File: config.mk
export PLATFORM = sky130hd
export DESIGN_NAME = tl_timed_cntr
export DESIGN_NICKNAME = d
export VERILOG_FILES = /design/src/rtl/tl_timed_cntr.sv
export SDC_FILE = /design/constraint.sdc
export NUM_CORES = 1
export LEC_CHECK = 0
export ABC_CLOCK_PERIOD_IN_PS = 1900
export BUFFER_PORTS_ARGS = -buffer_cell sky130_fd_sc_hd__buf_2
export CORE_AREA = 2 2 41 43
export CTS_CLUSTER_DIAMETER = 80
export CTS_CLUSTER_SIZE = 25
export DETAILED_ROUTE_END_ITERATION = 10
export DIE_AREA = 0 0 43 45
export GPL_TIMING_DRIVEN = 0
export PLACE_DENSITY_LB_ADDON = 0.3
export SLEW_MARGIN = 20
export SYNTH_ARGS = -nofsm -noshare
export SYNTH_HDL_FRONTEND = slang
export SYNTH_SLANG_ARGS = --single-unit
File: constraint.sdc
create_clock -name clk -period 1.9 [get_ports clk]
set_clock_uncertainty 0.2 [all_clocks]
set_input_delay 0.38 -clock clk [delete_from_list [all_inputs] [get_ports clk]]
set_output_delay 0.38 -clock clk [all_outputs]
set_load 0.02 [all_outputs]
File: src/rtl/tl_timed_cntr.sv
// rtl/tl_timed_cntr.sv - two-road traffic light controller with pedestrian walk and night flash
module tl_timed_cntr #(
    parameter int GREEN_MIN = 4,
    parameter int GREEN_MAX = 8,
    parameter int YELLOW_T  = 2,
    parameter int WALK_T    = 3,
    parameter int CNT_W     = 4
) (
    input  logic       clk,
    input  logic       reset_n,
    input  logic       Ta,
    input  logic       Tb,
    input  logic       ped_req,
    input  logic       night,
    output logic [1:0] La,
    output logic [1:0] Lb,
    output logic       walk
);

    localparam logic [2:0] S_AG    = 3'd0;
    localparam logic [2:0] S_AY    = 3'd1;
    localparam logic [2:0] S_BG    = 3'd2;
    localparam logic [2:0] S_BY    = 3'd3;
    localparam logic [2:0] S_WALK  = 3'd4;
    localparam logic [2:0] S_FLASH = 3'd5;

    localparam logic [1:0] L_GREEN  = 2'b00;
    localparam logic [1:0] L_YELLOW = 2'b01;
    localparam logic [1:0] L_RED    = 2'b10;
    localparam logic [1:0] L_DARK   = 2'b11;

    // Exit values of the timer: a phase of N cycles exits when tmr reaches N-1.
    localparam logic [CNT_W-1:0] T_GMIN = CNT_W'(GREEN_MIN - 1);
    localparam logic [CNT_W-1:0] T_GMAX = CNT_W'(GREEN_MAX - 1);
    localparam logic [CNT_W-1:0] T_Y    = CNT_W'(YELLOW_T - 1);
    localparam logic [CNT_W-1:0] T_W    = CNT_W'(WALK_T - 1);

    logic [2:0]       state;
    logic [2:0]       nxt_state;
    logic [CNT_W-1:0] tmr;
    logic [CNT_W-1:0] tmr_lim;
    logic             ped_pend;
    logic             nxt_b;
    logic             phase;
    logic             state_chg;
    logic             flash_tick;

    assign state_chg  = (nxt_state != state);
    assign flash_tick = (state == S_FLASH) && (tmr == T_Y);

    // Next-state selection and the saturation value of the timer for the current phase.
    always_comb begin
        nxt_state = state;
        tmr_lim   = T_GMAX;
        case (state)
            S_AG: begin
                tmr_lim = T_GMAX;
                if (((tmr >= T_GMIN) && !Ta) || ((tmr == T_GMAX) && Tb))
                    nxt_state = S_AY;
            end
            S_BG: begin
                tmr_lim = T_GMAX;
                if (((tmr >= T_GMIN) && !Tb) || ((tmr == T_GMAX) && Ta))
                    nxt_state = S_BY;
            end
            S_AY: begin
                tmr_lim = T_Y;
                if (tmr == T_Y) begin
                    if (night)         nxt_state = S_FLASH;
                    else if (ped_pend) nxt_state = S_WALK;
                    else               nxt_state = S_BG;
                end
            end
            S_BY: begin
                tmr_lim = T_Y;
                if (tmr == T_Y) begin
                    if (night)         nxt_state = S_FLASH;
                    else if (ped_pend) nxt_state = S_WALK;
                    else               nxt_state = S_AG;
                end
            end
            S_WALK: begin
                tmr_lim = T_W;
                if (tmr == T_W)
                    nxt_state = nxt_b ? S_BG : S_AG;
            end
            S_FLASH: begin
                tmr_lim = T_Y;
                if (!night)
                    nxt_state = S_AG;
            end
            default: begin
                nxt_state = S_AG;
            end
        endcase
    end

    // State register and phase timer; the flash timer wraps to mark each half-period.
    always_ff @(posedge clk or negedge reset_n) begin
        if (!reset_n) begin
            state <= S_AG;
            tmr   <= '0;
        end else begin
            state <= nxt_state;
            if (state_chg || flash_tick)
                tmr <= '0;
            else if (tmr != tmr_lim)
                tmr <= tmr + 1'b1;
        end
    end

    // Pedestrian latch (a new request beats the clear on WALK entry) and post-walk green selector.
    always_ff @(posedge clk or negedge reset_n) begin
        if (!reset_n) begin
            ped_pend <= 1'b0;
            nxt_b    <= 1'b0;
        end else begin
            ped_pend <= ped_req | (ped_pend & ~(state_chg && (nxt_state == S_WALK)));
            if (state_chg && (state == S_AY))
                nxt_b <= 1'b1;
            else if (state_chg && (state == S_BY))
                nxt_b <= 1'b0;
        end
    end

    // Flash phase starts lit on entry and toggles every half-period.
    always_ff @(posedge clk or negedge reset_n) begin
        if (!reset_n)
            phase <= 1'b1;
        else if (state_chg && (nxt_state == S_FLASH))
            phase <= 1'b1;
        else if (flash_tick)
            phase <= ~phase;
    end

    // Lamp decode from registered state only.
    always_comb begin
        La   = L_GREEN;
        Lb   = L_RED;
        walk = 1'b0;
        case (state)
            S_AG:    begin La = L_GREEN;  Lb = L_RED;    end
            S_AY:    begin La = L_YELLOW; Lb = L_RED;    end
            S_BG:    begin La = L_RED;    Lb = L_GREEN;  end
            S_BY:    begin La = L_RED;    Lb = L_YELLOW; end
            S_WALK:  begin La = L_RED;    Lb = L_RED;    walk = 1'b1; end
            S_FLASH: begin
                La = phase ? L_YELLOW : L_DARK;
                Lb = phase ? L_YELLOW : L_DARK;
            end
            default: begin La = L_GREEN;  Lb = L_RED;    end
        endcase
    end

endmodule
---- Yosys cells after proc, flatten, opt, wreduce, memory -nomap -nowiden ----
Index checks and enable logic that the tools add are counted.
word-level totals
  output and inout bits ................... 5
  flip-flop bits (word level) ............. 10
operators by class
  bitwise operators ....................... 4
  reduce and logical (&&, ||, !) cells .... 20
  add/subtract/negate cells ............... 1
  magnitude comparators ................... 1
  eq/ne operators ......................... 12
  multiplexer cells ....................... 23
operators by type and width
  operator             number
  $mux 3               10
  $pmux 3 s6           1
  $eq 3x3->1 const B   4
  $pmux 2 s3           2
  $logic_and 1x1->1    9
  $mux 4               2
  $eq 3x2->1 const B   2
  $pmux 3 s2           1
  $reduce_bool 2->1    3
  $reduce_or 3->1      2
  $mux 1               5
  $add 4x1->4 const B  1
  $eq 4x1->1 const B   1
  $eq 4x2->1 const B   1
  $eq 4x3->1 const B   1
  $ge 4x2->1 const B   1
  $mux 2               2
  $ne 4x4->1           1
  $eq 3x1->1 const B   1
  $logic_not 3->1      1
  $logic_or 1x1->1     3
  $ne 3x3->1           1
  $logic_not 1->1      2
  $not 1->1            2
  2 further kinds      2

---- Depth between registers and ports, before layout ----
Gate-level depths: netlist of run 1.
  word-level depth ........................ 10
  depth in mapped cells ................... 7
  depth with buffers taken out ............ 7

---- Worst setup path after synthesis of run 1 ----
OpenSTA, ideal clock, no wires.
  path kind ............................... register to output
  from .................................... reg state[2]
  to ...................................... out Lb[0]
  setup slack ............................. 0.035 ns
  stages on the path, launching flop included .. 4
  required time ........................... 1.320 ns
  arrival time ............................ 1.285 ns
  path buffers ............................ 1
  path through ............................ dfrtp_1 -> buf_2 -> nand2b_1 -> a21boi_0
on the way
  longest elaborated chain between the ends .. 2
  elaborated cells between the ends (all ways) .. 4
  those cells by class .................... 3 x eq/ne; 1 x mux
ends and longest elaborated chain
  what                                             RTL line  source
  from (decl)                                      38        logic [2:0] state;
  from (signal assigned)                           104       state <= nxt_state;
  $eq 3x3->1 / $eq 3x2->1 (equally long branches)  141       case (state)
  $pmux 2 s3 (*)                                   141
  to (decl)                                        16        output logic [1:0] Lb,
Every way passes the cells marked *; elsewhere a longest branch is shown, timed or not.

---- Final worst setup path of run 1 ----
  from .................................... reg state[2]
  to ...................................... reg tmr[2]
on the way
  longest elaborated chain between the ends .. 5
  elaborated cells between the ends (all ways) .. 21
  those cells by class .................... 7 x eq/ne; 9 x mux; 5 x reduce/logical
ends and longest elaborated chain
  what                                                                   RTL line  source
  $eq 3x3->1 (tied with other cells)                                     49, 55
  $reduce_or 3->1 (no source line) / $pmux 3 s6 (equally long branches)  --
  $pmux 3 s2 / $ne 3x3->1 (equally long branches)                        55, 48
  $ne 4x4->1 / $logic_or 1x1->1 (equally long branches)                  107, 105
  $reduce_bool 2->1 (no source line) / $mux 4 (equally long branches)    --
  to (signal assigned)                                                   108       tmr <= tmr + 1'b1;
  to (decl)                                                              40        logic [CNT_W-1:0] tmr;
Several ways; a longest one is shown, not always the timed one.
A chain may end at the register's enable or synchronous reset.

==> results.py, run 1 <==
metrics = {
    "logic_synthesis": {
        "synthFlopType": "dfrtp_1",
        "ys_seq_area_share_pct": 32.4,
        "async_flop_share_pct": 100,
        "synth_area_leaders": "dfrtp_1, ha_1, a21oi_1",
        "yosys.area.top_type": "dfrtp_1",
        "synthDistinctLibCells": 38,
        "ys_seq_elements": 10,
        "yosysMostFrequentCell": "dfrtp_1",
        "synth_edf_count": 0,
        "synthTopCellsByCount": "dfrtp_1, nand2_1, nor2_1",
        "synth_area_per_cell_um2": 8.72,
        "yosys_warnings": 0,
        "synthesis.area_um2": 776,
        "synthCells": 89,
        "syn_nets": 98,
        "yosysTopAreaCellShare_pct": 29.0,
    },
    "run_status": {
        "violations": "negative setup slack",
        "status": "complete, but fails checks",
    },
    "detailed_routing": {
        "vias_per_cell": 6.26,
        "initialDrtViolationCount": 25,
        "via_count": 864,
        "antenna_left": 0,
        "drc": 0,
        "first_pass_iters": 5,
        "wl_per_cell_um": 16.9,
        "routed_wl_um": 2330,
    },
    "finish": {
        "fill_cells": 89,
        "diodes": 0,
        "layoutNonFillerInstCount": 138,
        "nets": 132,
        "synthToLayoutAreaGrowth_pct": 48.9,
        "drive_above_1_share_pct": 46.7,
    },
    "die": {
        "initial_core_util_pct": 52.7,
        "core_mm2": 0.00147,
        "io_pins": 11,
        "rows": 14,
        "die_w_um": 43,
        "dieArea_mm2": 0.00194,
        "die_y_um": 45,
    },
    "clocking": {
        "clock_latency_ps": 270,
        "path_clk_slew_ps": 80,
        "cts_tree": "yes",
        "cts_sinks": 10,
        "clock_path_buffers": 2,
        "cts_buffers": 3,
        "clock-root-buffer": "clkbuf_4",
        "ctsHtreeMaxLevel": 1,
    },
    "global_route": {
        "overflow": 0,
        "track_usage_pct": 24.5,
        "grt_pass1_vias": 765,
        "grt_max_degree": 11,
        "grt_pass1_wl_um": 3510,
        "antenna_found_initial": 0,
    },
    "sta": {
        "rsz0062_at_grt": "yes",
        "maxSlewHeadroom_pct": 77.4,
        "fin_ws_ps": -29.0,
        "drv_slew": 0,
        "setup_viol": 2,
        "fin_crit_sh_pct": 102,
        "finalHoldViolations": 0,
        "fmax_mhz": 518,
        "tightest_slew_ps": 338,
        "period_needed_ps": 1930,
    },
    "pwr": {
        "ir_drop_v": 0.000960,
        "power_density_mw_per_mm2": 1780,
        "static-leakage-power_nw": 0.488,
    },
    "place": {
        "place_congestion": 0.903,
        "dp_hpwl_um": 1240,
        "port_buffers": 10,
        "pre_cts_ws_ps": -80.7,
        "dp_cells": 115,
    },
    "setup_path": {
        "r2r_cells": 6,
        "crit_type": "reg -> reg",
        "critPathArrivalTime_ps": 1920,
        "crit_path_end_kind": "flop",
        "cp.required_ps": 1890,
        "critPathMaxFanout": 6,
        "worstSetupStartpointType": "flop",
    },
    "run": {
        "maxCapViolCount": 0,
    },
    "worst_hold_path": {
        "hp-class": "in -> reg",
        "min_path_cells": 2,
    },
}
==> report_power, final <==
group          total, mW  internal, mW  switching, mW
Sequential         0.447         0.320          0.127
Combinational       1.42         0.734          0.683
Clock              0.197         0.116         0.0801
==> cell families (layout without fill, tap and decap cells) <==
group / Yosys count / in the layout / synth area share (%)
simple gates: 36 / 36 / 26.5
compound gates: 30 / 30 / 28.9
flops: 10 / 10 / 32.4
buf+inv: 7 / 40 / 3.87
fa+ha+maj: 3 / 3 / 4.84
xor+xnor: 2 / 2 / 2.26
mux: 1 / 1 / 1.29
==> timing repair <==
action,CTS,global route
buffers inserted,8,10
gates resized for setup,17,18
setup endpoints to repair,8,10
hold buffers,1,0
endpoints found under the hold margin,10,0
pin swaps,3,5
==> layer usage <==
metal,vias up,GRT usage [%],share of wire [%]
li1,391,-,-
met1,414,29.4,42
met2,47,43.9,48
met3,12,4.00,6.5
met4,0,10.3,3.2
met5,-,0,0
==> per-stage QoR <==
step                      total power, mW  util, %  cell area (um^2)  hold WS [ps]  setup TNS [ps]
after global placement               1.24     57.5               846          50.2           -87.0
after detailed placement             1.27     57.5               846          55.1            -142
after floorplan                      1.07        -               776          -116               0
after CTS                            1.73     69.6              1020          90.2               0
final                                2.06     78.5              1150          91.7           -34.5
after global routing                 2.21     78.5              1150           109            -471
==> worst paths after layout <==
| check | start | to | slack, ps |
|---|---|---|---|
| setup / recovery | state[2] | tmr[2] | -30 |
| hold / removal | ped_req | ped_pend | 90 |
| setup reg to reg | state[2] | tmr[2] | -30 |
| hold reg to reg | nxt_b | nxt_b | 300 |
| max in group asynchronous | reset_n | phase | 940 |
| min in group asynchronous | reset_n | ped_pend | 300 |
==> sequential cells by signal, indices dropped and copies added, names as in the netlist <==
signal / flops
ped_pend: 1
phase: 1
state: 3
nxt_b: 1
tmr: 4
==> worst max-delay path, stage by stage, from the launching register on <==
cell and delay [ps]:
dfrtp_2 450, buf_6 130, and3_1 160, o211ai_1 290
a211oi_4 150, or3_1 320, a21oi_1 140
==> final cells by class <==
class	instances	area, um^2	share of cell area, %
Inverter	4	15.0	1.30
Clock buffer	4	36.3	3.14
Multi-Input combinational cell	72	556	48.1
Buffer	3	33.8	2.93
Tap cell	16	20.0	1.73
Timing Repair Buffer	29	236	20.5
Sequential cell	10	258	22.3
==> cells in the final DEF, fill, tap and decap left out, types with 2 or more instances in the layout <==
master / Yosys / final
a21boi_0: 3 / 2
a21oi_1: 6 / 5
and3_1: 2 / 2
buf_2: 3 / 6
buf_4: 0 / 16
buf_6: 0 / 8
clkbuf_4: 0 / 3
dfrtp_1: 9 / 4
dfrtp_2: 0 / 5
ha_2: 0 / 2
inv_1: 4 / 3
nand2_1: 8 / 8
nand2b_1: 4 / 2
nand2b_4: 0 / 2
nand3b_1: 3 / 3
nor2_1: 7 / 6
o21a_1: 3 / 3
o21ai_0: 5 / 4
o21bai_1: 2 / 2
o22ai_1: 2 / 2
or3_1: 2 / 2
Note: power is estimated with default switching activity, not from simulation.
==> run 2: changes to the inputs <==
Settings changed: ABC_AREA set to 1, ABC_CLOCK_PERIOD_IN_PS 1900 to 1800, CAP_MARGIN set to 25.
Clock period 1.9 ns to 1.8 ns, I/O delays scaled along.
==> results.py, run 2 <==
metrics = {
    "run_status": {
        "violations": "negative setup slack",
        "status": "complete, but fails checks",
    },
    "clocking": {
        "clock-root-buffer": "clkbuf_4",
        "cts_sinks": 10,
        "clock_latency_ps": 280,
        "ctsHtreeMaxLevel": 1,
        "path_clk_slew_ps": 60,
        "cts_tree": "yes",
        "clock_path_buffers": 2,
        "cts_buffers": 3,
    },
    "logic_synthesis": {
        "ys_seq_area_share_pct": 32.0,
        "synthesis.area_um2": 787,
        "syn_nets": 130,
        "synth_area_per_cell_um2": 6.50,
        "synthDistinctLibCells": 24,
        "ys_seq_elements": 10,
        "yosysTopAreaCellShare_pct": 28.6,
        "synthTopCellsByCount": "nand2_1, inv_1, nor2_1",
        "async_flop_share_pct": 100,
        "yosys_warnings": 0,
        "synthCells": 121,
        "yosysMostFrequentCell": "nand2_1",
        "yosys.area.top_type": "dfrtp_1",
        "synth_edf_count": 0,
        "synth_area_leaders": "dfrtp_1, nand2_1, inv_1",
        "synthFlopType": "dfrtp_1",
    },
    "finish": {
        "largest_register_ffs": 4,
        "multiInputGateArea_um2": 564,
        "layoutNonFillerInstCount": 165,
        "drive_above_1_share_pct": 45.0,
        "final_common_cell": "nand2_1",
        "final_cell_mix": "nand2_1, buf_4, inv_1",
        "reg_top3": "tmr x4, state x3",
        "final_core_utilization_pct": 77.2,
        "diodes": 0,
        "synthToLayoutAreaGrowth_pct": 44.4,
        "nets": 159,
        "largest_register": "tmr",
        "area.sequential_um2": 256,
        "fill_cells": 94,
    },
    "setup_path": {
        "ff2ff_setup_slack_ps": -50,
        "regToRegEndpoint": "nxt_b",
        "r2r-start": "tmr[1]",
        "worstSetupStartpointType": "flop",
        "critPathArrivalTime_ps": 1370,
        "cp.required_ps": 1240,
        "cpMostUsedCell": "inv_2",
        "crit_path_end_kind": "output pin",
        "r2r_cells": 11,
        "critPathMaxFanout": 5,
        "critPathMaxStageDelay_ps": 400,
        "crit_type": "reg -> out",
        "cp_cell_sequence": "inv_2, nand2_2, inv_2, nand2_4, o22ai_2, buf_6",
        "slowest_stage": "dfrtp_1",
    },
    "die": {
        "core_mm2": 0.00147,
        "die_w_um": 43,
        "dieArea_mm2": 0.00194,
        "die_y_um": 45,
        "initial_core_util_pct": 53.5,
        "io_pins": 11,
        "rows": 14,
    },
    "detailed_routing": {
        "via_count": 900,
        "drc": 0,
        "initialDrtViolationCount": 25,
        "antenna_left": 0,
        "first_pass_iters": 4,
        "routed_wl_um": 2360,
        "vias_per_cell": 5.45,
        "wl_per_cell_um": 14.3,
    },
    "place": {
        "dp_hpwl_um": 1330,
        "pre_cts_ws_ps": -91.7,
        "place_congestion": 0.854,
        "dp_cells": 147,
        "port_buffers": 10,
    },
    "worst_hold_path": {
        "hp-class": "in -> reg",
        "hold_path_end": "ped_pend",
        "min_path_cells": 2,
        "hold_start": "ped_req",
    },
    "global_route": {
        "antenna_found_initial": 0,
        "grt_pass1_wl_um": 3410,
        "overflow": 0,
        "grt_pass1_vias": 791,
        "grt_max_degree": 11,
        "track_usage_pct": 24.0,
    },
    "sta": {
        "setup_viol": 7,
        "maxSlewHeadroom_pct": 82.8,
        "fmax_mhz": 519,
        "fin_hold_ws_ps": 63.4,
        "period_needed_ps": 1930,
        "fin_crit_sh_pct": 107,
        "rsz0062_at_grt": "yes",
        "drv_slew": 0,
        "tightest_slew_ps": 255,
        "fin_ws_ps": -127,
        "finalHoldViolations": 0,
    },
    "run": {
        "maxCapViolCount": 0,
    },
    "pwr": {
        "static-leakage-power_nw": 0.590,
        "p_total_mw": 2.03,
        "power_density_mw_per_mm2": 1780,
        "ir_drop_v": 0.000838,
    },
}
## run 2: cell types whose count changed in the layout (fill, tap and decap cells not counted), moves of 5 or more
cell | before | now
a21oi_1 | 5 | 0
buf_6 | 8 | 3
inv_1 | 3 | 13
inv_2 | 1 | 8
nand2_1 | 8 | 30
nand2_2 | 0 | 6
nor2_1 | 6 | 12
## run 2: worst max-delay path by stage
stage,startpoint,to,slack [ps],depth (start not counted)
4_1_cts,state[1],Lb[1],-50,6
5_1_grt,state[1],tmr[2],-170,12
3_3_place_gp,tmr[1],tmr[2],-30,10
2_1_floorplan,state[1],Lb[1],50,6
6_report,state[1],Lb[1],-130,6
3_5_place_dp,tmr[1],tmr[0],-90,10
## run 2: layout make-up
type,instances,area share [%]
Timing Repair Buffer,25,16.2
Tap cell,16,1.76
Multi-Input combinational cell,88,49.7
Inverter,22,7.49
Sequential cell,10,22.6
Clock buffer,4,2.31
## run 2: critical path: cells and delay by family, from the launching register on
kind                   cells  cell delay [ps]
flip-flops                 1              400
buffers and inverters      3              370
AND/OR/NAND/NOR            2              170
AO/OA/AOI/OAI              1              160
## run 2: timing repair
item | in CTS | in global routing
buffers inserted | 11 | 3
setup endpoints to repair | 10 | 11
hold buffers | 1 | 0
pin swaps | 7 | 11
resized for setup | 25 | 19
hold endpoints to repair | 10 | 0
## run 2: through the flow
| step | area [um^2] | setup TNS [ps] |
|---|---|---|
| floorplan | 797 | 0 |
| global placement | 867 | -101 |
| detailed placement | 867 | -394 |
| CTS | 1050 | -117 |
| global route | 1140 | -1130 |
| finish | 1140 | -406 |
## run 2: kinds of logic after synthesis
logic type	synth area share, %
adder cells (fa/ha/maj)	4.77
XOR/XNOR	3.34
buffers and inverters	11.1
flip-flops	32.0
AND/OR/NAND/NOR	41.7
AO/OA/AOI/OAI	7.15
## run 2: metal layers
metal | vias to the layer above | track usage [%] | wire length (um)
li1 | 436 | - | -
met1 | 423 | 29.5 | 1010
met2 | 31 | 40.9 | 1160
met3 | 10 | 2.80 | 118
met4 | 0 | 13.9 | 71
met5 | - | 0 | 0
## run 2: report_power, final
| group | total [mW] | internal [mW] | switching [mW] |
|---|---|---|---|
| Sequential | 0.440 | 0.324 | 0.117 |
| Combinational | 1.42 | 0.599 | 0.818 |
| Clock | 0.171 | 0.0860 | 0.0850 |
| Total | 2.03 | 1.01 | 1.02 |
==> run 3: changes to the inputs <==
Settings changed: SKIP_CTS_REPAIR_TIMING set to 1.
==> results.py, run 3 (synthesis gave the netlist of run 2 again) <==
metrics = {
    "worst_hold_path": {
        "hold_start": "ped_req",
        "min_path_cells": 2,
        "hp-class": "in -> reg",
    },
    "finish": {
        "reg_top3": "tmr x4, state x3",
        "largest_register": "tmr",
        "largest_register_ffs": 4,
        "nets": 156,
        "final_core_utilization_pct": 77.6,
        "final_common_cell": "nand2_1",
        "drive_above_1_share_pct": 43.8,
        "final_cell_mix": "nand2_1, nor2_1, inv_1",
        "synthToLayoutAreaGrowth_pct": 45.0,
        "diodes": 0,
    },
    "pwr": {
        "internal_power_mw": 0.985,
        "power_frac_seq_pct": 24.2,
        "static-leakage-power_nw": 0.591,
        "p_sw_mw": 1.05,
        "power_density_mw_per_mm2": 1790,
        "switching_share_pct": 51.7,
        "clkPwrFrac_pct": 8.4,
        "ir_drop_v": 0.00102,
        "p_comb_share_pct": 67.4,
    },
    "detailed_routing": {
        "drc": 0,
        "wl_per_cell_um": 14.7,
        "antenna_left": 0,
        "vias_per_cell": 5.70,
        "via_count": 924,
        "initialDrtViolationCount": 40,
        "first_pass_iters": 4,
        "routed_wl_um": 2380,
    },
    "sta": {
        "fin_ws_ps": -139,
        "tightest_slew_ps": 277,
        "setup_viol": 8,
        "drv_slew": 0,
        "fmax_mhz": 516,
        "period_needed_ps": 1940,
        "maxSlewHeadroom_pct": 81.4,
        "finalHoldViolations": 0,
        "fin_crit_sh_pct": 108,
        "fin_tns_setup_ps": -723,
        "rsz0062_at_grt": "yes",
    },
    "place": {
        "port_buffers": 10,
        "place_congestion": 0.854,
        "dp_hpwl_um": 1330,
        "pre_cts_ws_ps": -91.7,
    },
    "global_route": {
        "track_usage_pct": 21.0,
        "grt_max_degree": 11,
        "grt_pass1_vias": 701,
        "grt_pass1_wl_um": 2980,
        "antenna_found_initial": 0,
        "overflow": 0,
    },
    "die": {
        "rows": 14,
        "io_pins": 11,
        "die_y_um": 45,
        "die_w_um": 43,
        "core_mm2": 0.00147,
        "initial_core_util_pct": 53.5,
        "dieArea_mm2": 0.00194,
    },
    "setup_path": {
        "r2r_cells": 9,
        "ff2ff_setup_slack_ps": -140,
        "crit_path_end_kind": "flop",
        "crit_start": "state[1]",
        "cp.required_ps": 1770,
        "crit_type": "reg -> reg",
        "worstSetupStartpointType": "flop",
        "critPathMaxFanout": 6,
        "critPathArrivalTime_ps": 1910,
        "r2r-start": "state[1]",
    },
    "clocking": {
        "cts_tree": "yes",
        "cts_sinks": 10,
        "cts_buffers": 3,
        "ctsHtreeMaxLevel": 1,
        "path_clk_slew_ps": 80,
        "clock_path_buffers": 2,
        "clock-root-buffer": "clkbuf_4",
        "clock_latency_ps": 280,
    },
    "run_status": {
        "violations": "negative setup slack",
        "status": "complete, but fails checks",
    },
    "run": {
        "maxCapViolCount": 0,
    },
}
==> run 3: changes by cell type in the layout (fill, tap and decap cells not counted), sizes merged <==
cell  delta
buf      -3
==> run 3: metal layers <==
metal	vias to the layer above	GRT usage, %	wire length, um
met5	-	0	0
met4	0	12.7	64
met3	12	2.40	188
met2	59	34.2	1170
met1	425	27.0	959
li1	428	-	-
==> run 3: worst paths after layout <==
path | end
setup / recovery | tmr[0]
hold / removal | ped_pend
setup reg to reg | tmr[0]
hold reg to reg | ped_pend
max in group asynchronous | phase
min in group asynchronous | nxt_b
==> run 3: layout make-up <==
type / instances / area [um^2]
flip-flops and latches: 10 / 258
well taps: 16 / 20.0
repair buffers: 22 / 161
clock buffers: 4 / 26.3
multi-input cells: 88 / 583
fillers: 89 / 330
inverters: 22 / 92.6
==> run 3: power by group through the flow <==
stage                     logic [mW]  registers, mW  clock network [mW]
after floorplan                0.732          0.384                   0
after global placement         0.892          0.400                   0
after detailed placement       0.926          0.403                   0
after CTS                      0.932          0.400               0.176
after global routing            1.49          0.505               0.181
final                           1.37          0.493               0.172
==> run 3: critical path, stage by stage (launching register included) <==
cell and delay, ps:
dfrtp_1 450, inv_4 160, nand2_4 70, nor2_4 150, buf_4 140, xor2_1 190, nor2_1 80, nand2_2 120
xor2_1 220, nor2_2 60
==> run 3: per-stage QoR <==
stage / total power [mW] / std cells / cell area [um^2] / hold slack [ps]
floorplan: 1.12 / 121 / 797 / -136
global placement: 1.29 / 147 / 867 / 32.1
detailed placement: 1.33 / 147 / 867 / 36.8
CTS: 1.51 / 151 / 893 / -267
global route: 2.18 / 162 / 1140 / 74.8
finish: 2.04 / 162 / 1140 / 67.7
